$ cat src/rtl/buffer_pkg.sv
// Shared state encoding and sizing helpers for the single-clock sync_buffer FIFO.
package buffer_pkg;

  typedef enum logic [1:0] {
    EMPTY = 2'b00,
    RDY   = 2'b01,
    FULL  = 2'b10
  } state_t;

  function automatic int buf_depth(input int aw);
    return 1 << aw;
  endfunction

  // One extra bit so the occupancy can represent DEPTH itself.
  function automatic int cnt_width(input int aw);
    return aw + 1;
  endfunction

endpackage

$ cat src/rtl/buffer_mem.sv
// DEPTH x WIDTH storage: synchronous write, asynchronous read; no reset, contents survive flush/reset.
module buffer_mem
  import buffer_pkg::*;
#(
  parameter int WIDTH = 16,
  parameter int AW    = 3
) (
  input  logic             clk,
  input  logic             we,
  input  logic [AW-1:0]    waddr,
  input  logic [WIDTH-1:0] wdata,
  input  logic [AW-1:0]    raddr,
  output logic [WIDTH-1:0] rdata
);

  localparam int DEPTH = buf_depth(AW);

  logic [WIDTH-1:0] mem_q [DEPTH];

  always_ff @(posedge clk) begin
    if (we) mem_q[waddr] <= wdata;
  end

  assign rdata = mem_q[raddr];

endmodule

$ cat src/rtl/sync_buffer.sv
// Single-clock FIFO with occupancy count, threshold flags, sticky errors, flush and empty bypass.
// data_out is registered (1-cycle read latency); loads on full are dropped unless paired with a consume.
module sync_buffer
  import buffer_pkg::*;
#(
  parameter int bit_width = 16,
  parameter int addr_len  = 3,
  parameter int AE_THRESH = 1,
  parameter int AF_THRESH = 6,
  parameter bit BYPASS    = 1'b1
) (
  input  logic                 clk,
  input  logic                 rst,
  input  logic                 clr,
  input  logic                 load,
  input  logic [bit_width-1:0] data_in,
  input  logic                 consume,
  output logic [bit_width-1:0] data_out,
  output logic                 data_valid,
  output logic                 empty,
  output logic                 full,
  output logic                 almost_empty,
  output logic                 almost_full,
  output logic [addr_len:0]    count,
  output logic                 overflow,
  output logic                 underflow
);

  localparam int CW    = cnt_width(addr_len);
  localparam int DEPTH = buf_depth(addr_len);
  localparam logic [CW-1:0] DEPTH_C = CW'(DEPTH);
  localparam logic [CW-1:0] AE_C    = CW'(AE_THRESH);
  localparam logic [CW-1:0] AF_C    = CW'(AF_THRESH);

  state_t                state_q;
  logic [addr_len-1:0]   wr_ptr_q, rd_ptr_q;
  logic [CW-1:0]         count_q, count_d;
  logic [bit_width-1:0]  dout_q;
  logic                  dvld_q;
  logic                  ovf_q, unf_q;

  logic                  is_empty, is_full, bypass, wr_acc, rd_acc, ovf_set, unf_set;
  logic [bit_width-1:0]  mem_rdata;

  always_comb begin
    is_empty = (count_q == '0);
    is_full  = (count_q == DEPTH_C);
    bypass   = BYPASS && load && consume && is_empty;
    wr_acc   = load && (!is_full || consume) && !bypass;
    rd_acc   = consume && !is_empty;
    ovf_set  = load && is_full && !consume;
    // Without bypass, a consume on empty is ignored even when a load lands that cycle.
    unf_set  = consume && is_empty && !bypass;
    count_d  = count_q;
    if (wr_acc && !rd_acc) count_d = count_q + CW'(1);
    else if (rd_acc && !wr_acc) count_d = count_q - CW'(1);
  end

  buffer_mem #(
    .WIDTH (bit_width),
    .AW    (addr_len)
  ) u_mem (
    .clk   (clk),
    .we    (wr_acc && !clr),
    .waddr (wr_ptr_q),
    .wdata (data_in),
    .raddr (rd_ptr_q),
    .rdata (mem_rdata)
  );

  always_ff @(posedge clk or negedge rst) begin
    if (!rst) begin
      state_q  <= EMPTY;
      wr_ptr_q <= '0;
      rd_ptr_q <= '0;
      count_q  <= '0;
      dout_q   <= '0;
      dvld_q   <= 1'b0;
      ovf_q    <= 1'b0;
      unf_q    <= 1'b0;
    end else if (clr) begin
      state_q  <= EMPTY;
      wr_ptr_q <= '0;
      rd_ptr_q <= '0;
      count_q  <= '0;
      dvld_q   <= 1'b0;
      ovf_q    <= 1'b0;
      unf_q    <= 1'b0;
    end else begin
      count_q <= count_d;
      dvld_q  <= rd_acc || bypass;
      if (wr_acc) wr_ptr_q <= wr_ptr_q + addr_len'(1);
      if (rd_acc) begin
        rd_ptr_q <= rd_ptr_q + addr_len'(1);
        dout_q   <= mem_rdata;
      end else if (bypass) begin
        dout_q   <= data_in;
      end
      if (ovf_set) ovf_q <= 1'b1;
      if (unf_set) unf_q <= 1'b1;
      case (state_q)
        EMPTY: if (wr_acc && !rd_acc) state_q <= (count_d == DEPTH_C) ? FULL : RDY;
        RDY: begin
          if (count_q == CW'(1) && rd_acc && !wr_acc) state_q <= EMPTY;
          else if (count_q == DEPTH_C - CW'(1) && wr_acc && !rd_acc) state_q <= FULL;
        end
        FULL:    if (rd_acc && !wr_acc) state_q <= RDY;
        default: state_q <= EMPTY;
      endcase
    end
  end

  assign data_out     = dout_q;
  assign data_valid   = dvld_q;
  assign count        = count_q;
  assign empty        = is_empty;
  assign full         = is_full;
  assign almost_empty = (count_q <= AE_C);
  assign almost_full  = (count_q >= AF_C);
  assign overflow     = ovf_q;
  assign underflow    = unf_q;

endmodule

$ cat config.mk
export PLATFORM = sky130hd
export DESIGN_NAME = sync_buffer
export DESIGN_NICKNAME = d
export VERILOG_FILES = /design/src/rtl/buffer_pkg.sv /design/src/rtl/buffer_mem.sv /design/src/rtl/sync_buffer.sv
export SDC_FILE = /design/constraint.sdc
export NUM_CORES = 1
export LEC_CHECK = 0
export ABC_CLOCK_PERIOD_IN_PS = 3530
export BUFFER_PORTS_ARGS = -buffer_cell sky130_fd_sc_hd__buf_2
export CORE_ASPECT_RATIO = 1.5
export CORE_MARGIN = 1
export CORE_UTILIZATION = 40
export DETAILED_ROUTE_END_ITERATION = 16
export GPL_ROUTABILITY_DRIVEN = 0
export PLACE_DENSITY_LB_ADDON = 0.1
export SYNTH_ARGS = -nofsm -noshare
export SYNTH_HDL_FRONTEND = slang
export SYNTH_SLANG_ARGS = --single-unit
$ cat constraint.sdc
create_clock -name clk -period 3.53 [get_ports clk]
set_clock_uncertainty 0.05 [all_clocks]
set_input_delay 0.706 -clock clk [delete_from_list [all_inputs] [get_ports clk]]
set_output_delay 0.706 -clock clk [all_outputs]
set_load 0.01 [all_outputs]
==> out/metrics.cfg, run 1 <==
[worst_setup_path]
worstSetupStartpoint=count[0]$_DFFE_PN0P_
crit_buf_inv=3
critPathLaunchType=flop
path_cells=inv_1 > ha_1 > or3b_1 > inv_1 > buf_2
cp_top_family=simple AND/OR/NAND/NOR gates
slowest_stage=or3b_1
crit_required_ps=2770
cpPeakStageDelay_ps=510
critPathKind=reg -> out
worstRegToRegCells=7
r2r_start=count[0]$_DFFE_PN0P_
cp.depth=5
cp-end-kind=primary output
critPathMaxFanout=7
critPathArrivalTime_ps=1990
crit_path_frequent_cell=inv_1

[run_status]
outcome=finished clean

[floorplan]
dieArea_mm2=0.0167
die_x_um=106
die_h_um=158
num_rows=56
core-area_mm2=0.0157
start_util=0.412
ios=48

[synth]
ys_types=46
yosysWarnings=0
netlist_instances=348
synth_edf_count=128
synth_fp_nets=376
async_flop_share=0.185
syn_area_mm2=0.00647
synth_area_leader_cell=edfxtp_1
synth-seq-cells=157
netlist_top_cells_area=edfxtp_1 59%, dfrtp_1 11%, mux4_2 11%
avgSynthCellArea_um2=18.6
ys_seq_area_frac=0.706
ys_dominant_reg_cell=edfxtp_1
netlist.area_leader.share=0.594

[clocking]
cts_buffers=17
cts.reportedPaths.clkPinSlew_ps=70
insertion_delay_ps=420
cts_hold_buffers=0
postCtsSetupBuffers=0
clock-sinks=157
htreeDepth=4
cts_tree=yes
cts_resized=0
clock_path_buffers=2
cts_root_buffer=clkbuf_16

[routing]
wl_um=13900
antenna_left=0
vias=3454
wire_per_inst_um=22.2
drt_iter0_drc=239
first_pass_iters=4
via_per_inst=5.53
drc=0

[timing]
final.period_utilization=0.777
setup_viol=0
setup_tns_ps=0
final_hold_viol_count=0
max_freq_mhz=364
worst_pin_slew_ps=786
fin_crit_ps=2740
maxSlewHeadroom=0.476
finalMaxSlewViolations=0
rsz0062_at_grt=no

[pwr]
power.density_mw_per_mm2=692
vdd_drop_max_mv=0.369
power.leakage_nw=2.64

[final_layout]
layout_common_cells=128 x edfxtp_1, 47 x buf_2, 32 x mux4_2
fin_util=0.479
diodes=0
fin_nets=437
drive_gt1_frac=0.334
area_delta_synth_final_pct=16.1
layout_commonest_cell=edfxtp_1

[place]
place.port_buffers=47
post-dp-hpwl_um=8170

[min_path]
min_path_type=in -> async

[grt]
overflow=0
grt_busiest_layer=met2
use_met1=0.228
grt_first_pass_wirelength_um=21600
grtUsageMet3=0.0301
antenna_found_initial=0
grtUsageTotal=0.182
grt_max_degree=35
grt_pass1_vias=3565
grt_util_met2=0.312

[flow_run]
max_cap_violations=0

path summary, 6_finish.rpt:
kind                                            to  slack, ps
setup / recovery                             empty        790
hold / removal               underflow$_DFFE_PN0P_        320
setup reg to reg           data_out[2]$_DFFE_PN0P_        880
hold reg to reg              underflow$_DFFE_PN0P_        460
max in group asynchronous  rd_ptr_q[0]$_DFFE_PN0P_       2560
min in group clk             underflow$_DFFE_PN0P_        460
Yosys cell counts (all sizes together), types with 2 or more instances:
cell      n
a21oi     7
a221o    16
a31oi     2
buf      20
clkbuf    3
dfrtp    29
edfxtp  128
ha        7
inv       7
mux2i    17
mux4     32
nand2     7
nand2b    4
nand3     2
nor2     18
nor2b     2
nor3     19
o21ai     3
or3       2
or3b      3
xnor2     2
xor2      3
cell families after synthesis:
| logic type | Yosys count | synth area share |
|---|---|---|
| muxes | 49 | 0.138 |
| DFF | 157 | 0.706 |
| xor gates and xnor gates | 5 | 0.00677 |
| buffers and inverters | 30 | 0.0334 |
| adders and majority gates | 7 | 0.0135 |
| and+or+nand+nor | 62 | 0.0535 |
| AOI/OAI and AO/OA | 38 | 0.0493 |
routing by layer:
layer	vias up	part of all wire
met5	-	0
met4	0	0.022
met3	18	0.029
met2	71	0.52
met1	1840	0.43
li1	1525	-
state kept, by name, summed over array words and instances, names as in the netlist:
name	count
u_mem.mem_q	128
data_out	16
count	4
rd_ptr_q	3
wr_ptr_q	3
data_valid	1
overflow	1
underflow	1
final cells by class:
cell class / instances / area [um2]
clock buffers: 17 / 425
flip-flops and latches: 157 / 4570
inverters: 7 / 26.3
repair buffers: 65 / 395
fillers: 1387 / 8180
multi-input cells: 161 / 1700
clock inverters: 15 / 149
well taps: 203 / 254
power breakdown:
group	switching, mW	total, mW	internal, mW
logic	0.573	1.11	0.540
registers	0.157	2.33	2.18
clock network	0.815	1.76	0.941
total	1.54	5.20	3.66
stage by stage:
stage	hold WS (ps)	instance area (um2)	setup WS, ps	instances	power [mW]
after global placement	439	6940	932	593	3.49
after global routing	364	7520	642	625	5.46
after detailed placement	454	6940	904	593	3.51
after CTS	340	7520	772	625	5.28
final	317	7520	786	625	5.20
after floorplan	360	6470	224	348	3.17
(Power assumes the default switching activity.)
==> inputs of run 2 (changes only) <==
Settings changed: ABC_AREA set to 1, ABC_CLOCK_PERIOD_IN_PS 3530 to 2600.
Clock period 3.53 ns to 2.6 ns, I/O delays scaled along.
==> out/metrics.cfg, run 2 <==
[run_status]
outcome=finished clean

[synth]
syn_area_mm2=0.00671  ; +3.6%
async_flop_share=0.185  ; unchanged
ys_dominant_reg_cell=edfxtp_1
synth_fp_nets=585  ; +56%
synth-adder-area-share=0.0131  ; -0.000472
netlist_instances=557  ; +60%
synth_compound_area_frac=0.109  ; +0.0602
synth-seq-cells=157  ; unchanged
ys_seq_area_frac=0.681  ; -0.0246
synth_top_family_by_area=simple AND/OR/NAND/NOR gates
ys_types=35  ; -24%
avgSynthCellArea_um2=12.0  ; -35%
synth_edf_count=128  ; unchanged
yosys.area_share.simple=0.149  ; +0.0959
netlist.area_leader.share=0.573  ; -0.0207
synth_area_leader_cell=edfxtp_1
netlist_top_cells_area=edfxtp_1 57%, dfrtp_1 11%, nor2_1 7.4%
muxShareOfSynthArea=0  ; -0.138
synthTopCellsByCount=132 x nor2_1, 128 x edfxtp_1, 56 x o21ai_0
synth_most_common_cell=nor2_1
yosysWarnings=0  ; unchanged
synthXorXnorAreaFrac=0.00522  ; -0.00154

[worst_setup_path]
timing.rr.end=u_mem.mem_q[4][6]$_DFFE_PP_
crit_required_ps=2660  ; -110 ps
critPathKind=reg -> reg
critPathArrivalTime_ps=2340  ; +350 ps
r2r_start=count[0]$_DFFE_PN0P_
cp-end-kind=flop
slowest_stage=dfrtp_1
worstSetupStartpoint=count[0]$_DFFE_PN0P_
path_cells=inv_1 > ha_1 > nand2_1 > nor2_2 > nand2_2 > nand3_2 > nor2_2 > nand2_1 > nor2_1 > buf_4
worstRegToRegCells=10  ; +3
reg2reg_setup_slack_ps=320  ; -560 ps
critPathMaxFanout=16  ; +9
cpPeakStageDelay_ps=430  ; -80 ps
critPathLaunchType=flop

[final_layout]
largest_reg_flops=128  ; unchanged
layout_commonest_cell=nor2_1
drive_gt1_frac=0.219  ; -0.115
fin_util=0.473  ; -0.00650
fin_nets=640  ; +46%
diodes=0  ; unchanged
area_delta_synth_final_pct=15.1
layout_common_cells=132 x nor2_1, 128 x edfxtp_1, 56 x o21ai_0
largest-register=u_mem.mem_q
instances_no_fill=831  ; +33%

[clocking]
postCtsSetupBuffers=0  ; unchanged
cts_buffers=17  ; unchanged
cts_hold_buffers=0  ; unchanged
clock_path_buffers=2  ; unchanged
cts_root_buffer=clkbuf_16
insertion_delay_ps=420  ; about the same
clock-sinks=157  ; unchanged
cts_tree=yes
cts_resized=0  ; unchanged
cts.reportedPaths.clkPinSlew_ps=70  ; about the same
htreeDepth=4  ; unchanged

[floorplan]
dieArea_mm2=0.0173  ; +3.6%
start_util=0.411  ; -0.00176
ios=48  ; unchanged
core-area_mm2=0.0163  ; +4.1%
num_rows=57  ; +1.8%
die_h_um=161  ; +1.8%
die_x_um=108  ; +1.8%

[timing]
max_freq_mhz=438
final_hold_viol_count=0  ; unchanged
rsz0062_at_grt=no
setup_viol=0  ; unchanged
fin_crit_ps=2280
worst_pin_slew_ps=758  ; -27.8 ps
setup_tns_ps=0  ; unchanged
finalMaxSlewViolations=0  ; unchanged
holdWs_ps=111  ; -207 ps
maxSlewHeadroom=0.495  ; +0.0186
final.period_utilization=0.878

[routing]
drt_iter0_drc=224  ; -6.3%
wl_um=16400  ; +18%
drc=0  ; unchanged
vias=4312  ; +25%
via_per_inst=5.19  ; -6.1%
first_pass_iters=4  ; unchanged
wire_per_inst_um=19.8  ; -11%
antenna_left=0  ; unchanged

[place]
post-dp-hpwl_um=11000  ; +35%
place.port_buffers=47  ; unchanged
dpl.cell_count=799  ; +35%

[min_path]
min_path_type=in -> async

[grt]
grtUsageTotal=0.206  ; +0.0237
overflow=0  ; unchanged
grt_first_pass_wirelength_um=25700  ; +19%
grt_pass1_vias=4364  ; +22%
antenna_found_initial=0  ; unchanged
grt_max_degree=66  ; +89%

[flow_run]
max_cap_violations=0  ; unchanged

[pwr]
power.leakage_nw=2.81  ; +6.4%
fin_total_pwr_mw=7.38  ; +42%
power.density_mw_per_mm2=956  ; +38%
vdd_drop_max_mv=0.389  ; +5.5%

[run 2: area by class of cell]
| cell class | instances | area (um2) |
|---|---|---|
| repair buffers | 66 | 403 |
| flip-flops and latches | 157 | 4570 |
| inverters | 16 | 62.6 |
| multi-input cells | 354 | 1860 |
| fillers | 1464 | 8610 |
| clock inverters | 15 | 139 |
| well taps | 206 | 258 |
| clock buffers | 17 | 425 |
[run 2: worst max-delay path by stage]
stage                     depth (start not counted)                           end  slack [ps]
after floorplan                                   9   u_mem.mem_q[0][0]$_DFFE_PP_          70
after global placement                           10   u_mem.mem_q[7][6]$_DFFE_PP_         370
after detailed placement                         10   u_mem.mem_q[4][5]$_DFFE_PP_         310
after CTS                                        10  u_mem.mem_q[4][15]$_DFFE_PP_         310
after global routing                             10   u_mem.mem_q[1][8]$_DFFE_PP_         150
final                                            10   u_mem.mem_q[4][6]$_DFFE_PP_         320
[run 2: worst max-delay path, delay by kind of cell (launching register included)]
family                   cells  cell delay, ps
AND/OR/NAND/NOR              7             820
flip-flops                   1             430
buffers and inverters        2             390
adder cells (fa/ha/maj)      1             270
[run 2: per-stage QoR]
stage / setup slack (ps) / area [um2]
2_1_floorplan: 65.2 / 6710
3_3_place_gp: 368 / 7150
3_5_place_dp: 314 / 7150
4_1_cts: 306 / 7720
5_1_grt: 149 / 7720
6_report: 317 / 7720
[run 2: routing by layer]
metal	track usage	part of all wire
met1	0.248	0.41
met2	0.366	0.55
met3	0.0256	0.025
met4	0.0847	0.021
met5	0	0
[run 2: cell families (layout without fill, tap and decap cells)]
family | count (synthesis) | after routing
AOI/OAI and AO/OA | 129 | 129
xor gates and xnor gates | 4 | 4
buffers and inverters | 46 | 114
DFF | 157 | 157
adders and majority gates | 7 | 7
and+or+nand+nor | 214 | 214
[run 2: power breakdown]
| group | internal (mW) | switching [mW] | total [mW] |
|---|---|---|---|
| Sequential | 2.95 | 0.205 | 3.15 |
| Combinational | 0.675 | 1.17 | 1.84 |
| Clock | 1.33 | 1.05 | 2.38 |
| Total | 4.95 | 2.43 | 7.38 |
==> inputs of run 3 (changes only) <==
Settings changed: CORE_UTILIZATION 40 to 60.
==> out/metrics.cfg, run 3 (synthesized netlist as in run 2, its figures left out) <==
[place]
post-dp-hpwl_um=10300  ; -6.9%
dpl.cell_count=737  ; -7.8%
place_area_mm2=0.00706  ; -1.3%
place.port_buffers=47  ; unchanged

[clocking]
cts_hold_buffers=0  ; unchanged
cts_resized=0  ; unchanged
cts_root_buffer=clkbuf_16
cts.reportedPaths.clkPinSlew_ps=60  ; about the same
htreeDepth=4  ; unchanged
clock-sinks=157  ; unchanged
cts_buffers=17  ; unchanged
clock_path_buffers=2  ; unchanged
postCtsSetupBuffers=0  ; unchanged
insertion_delay_ps=420  ; about the same
cts_tree=yes

[timing]
finalMaxSlewViolations=0  ; unchanged
worst_pin_slew_ps=740  ; -18.2 ps
holdWs_ps=105  ; -5.17 ps
final_hold_viol_count=0  ; unchanged
fin_crit_ps=2410  ; +124 ps
final.period_utilization=0.926  ; +0.0478
setup_viol=0  ; unchanged
rsz0062_at_grt=no
setup_tns_ps=0  ; unchanged
max_freq_mhz=415  ; -5.2%
maxSlewHeadroom=0.507  ; +0.0121

[routing]
wire_per_inst_um=20.5  ; +3.8%
wl_um=15800  ; -3.9%
drc=0  ; unchanged
antenna_left=0  ; unchanged
drt_iter0_drc=262  ; +17%
via_per_inst=5.88  ; +13%
first_pass_iters=5  ; +1
vias=4522  ; +4.9%

[final_layout]
regArea_mm2=0.00457  ; unchanged
instances_no_fill=769  ; -7.5%
drive_gt1_frac=0.216  ; -0.00320
nFillCells=736  ; -50%
layout_common_cells=132 x nor2_1, 128 x edfxtp_1, 56 x o21ai_0
area_delta_synth_final_pct=15.6
largest_reg_flops=128  ; unchanged
largest-register=u_mem.mem_q
diodes=0  ; unchanged
fin_nets=640  ; unchanged
fin_area_mm2=0.00775  ; +0.45%
layout_commonest_cell=nor2_1
multi_input_area_mm2=0.00186  ; unchanged

[grt]
grt_util_met2=0.506  ; +0.140
grtUsageMet3=0.0553  ; +0.0297
antenna_found_initial=0  ; unchanged
grt_pass1_vias=4659  ; +6.8%
grt_first_pass_wirelength_um=24400  ; -5.0%
grt_max_degree=66  ; unchanged
grt_busiest_layer=met2
overflow=0  ; unchanged
use_met1=0.333  ; +0.0849
grtUsageTotal=0.294  ; +0.0886

[worst_setup_path]
reg2reg_setup_slack_ps=190  ; -120 ps
critPathArrivalTime_ps=2470  ; +130 ps
r2r_start=count[0]$_DFFE_PN0P_
cp-end-kind=flop
worstRegToRegCells=10  ; unchanged
timing.rr.end=u_mem.mem_q[2][6]$_DFFE_PP_
critPathMaxFanout=16  ; unchanged
critPathLaunchType=flop
crit_required_ps=2660  ; about the same
critPathKind=reg -> reg

[pwr]
power.density_mw_per_mm2=1020  ; +6.3%
power.leakage_nw=2.87  ; +2.1%
vdd_drop_max_mv=0.601  ; +54%
fin_total_pwr_mw=7.88  ; +6.8%

[floorplan]
start_util=0.627  ; +0.216
num_rows=46  ; -19%
dieArea_mm2=0.0116  ; -33%
ios=48  ; unchanged
die_h_um=131  ; -18%
core-area_mm2=0.0107  ; -34%
die_x_um=88.3  ; -18%

[min_path]
min_path_type=in -> async

[flow_run]
max_cap_violations=0  ; unchanged

[run_status]
outcome=finished clean

==> run 3: cell types whose count changed in the layout (fill, tap and decap cells not counted), sizes merged <==
cell,previous run,this run
bufinv,1,7
clkbuf,17,21
clkinv,6,2
inv,20,16
clkinvlp,4,2
==> run 3: layout make-up <==
type                       instances  share of cell area
sequential                       157               0.590
inverter                          16             0.00807
timing repair buffer              66              0.0504
tap                              144              0.0232
clock buffer                      21              0.0581
multi-input combinational        354               0.240
clock inverter                    11              0.0308
==> run 3: power by group <==
part           total (mW)  switching [mW]  internal (mW)
registers            3.16           0.214           2.95
logic                1.86            1.21          0.654
clock network        2.85           0.930           1.92
==> run 3: layer usage <==
layer,routed length (um),part of all wire
met5,0,0
met4,813,0.052
met3,768,0.049
met2,8530,0.54
met1,5670,0.36
==> run 3: worst max path at each step <==
stage / from / end / slack, ps / cells past startpoint
after global routing: count[0]$_DFFE_PN0P_ / u_mem.mem_q[4][3]$_DFFE_PP_ / 70 / 10
after floorplan: count[0]$_DFFE_PN0P_ / u_mem.mem_q[0][0]$_DFFE_PP_ / 70 / 9
after CTS: count[0]$_DFFE_PN0P_ / u_mem.mem_q[2][6]$_DFFE_PP_ / 220 / 10
after global placement: count[0]$_DFFE_PN0P_ / u_mem.mem_q[4][1]$_DFFE_PP_ / 400 / 10
after detailed placement: count[0]$_DFFE_PN0P_ / u_mem.mem_q[4][12]$_DFFE_PP_ / 330 / 10
final: count[0]$_DFFE_PN0P_ / u_mem.mem_q[2][6]$_DFFE_PP_ / 190 / 10
==> run 3: metrics by stage <==
step / util / setup WS [ps]
finish: 0.724 / 192
floorplan: - / 65.2
global placement: 0.660 / 397
global route: 0.724 / 72.8
CTS: 0.724 / 216
detailed placement: 0.660 / 328
==> run 3: worst max-delay path, stage by stage, from the launching register on <==
cell and delay, ps:
dfrtp_1 450, inv_1 140, ha_1 280, nand2_1 100, nor2_2 60, nand2_2 110, nand3_2 100, nor2_2 170
nand2_1 200, nor2_1 160, buf_4 260
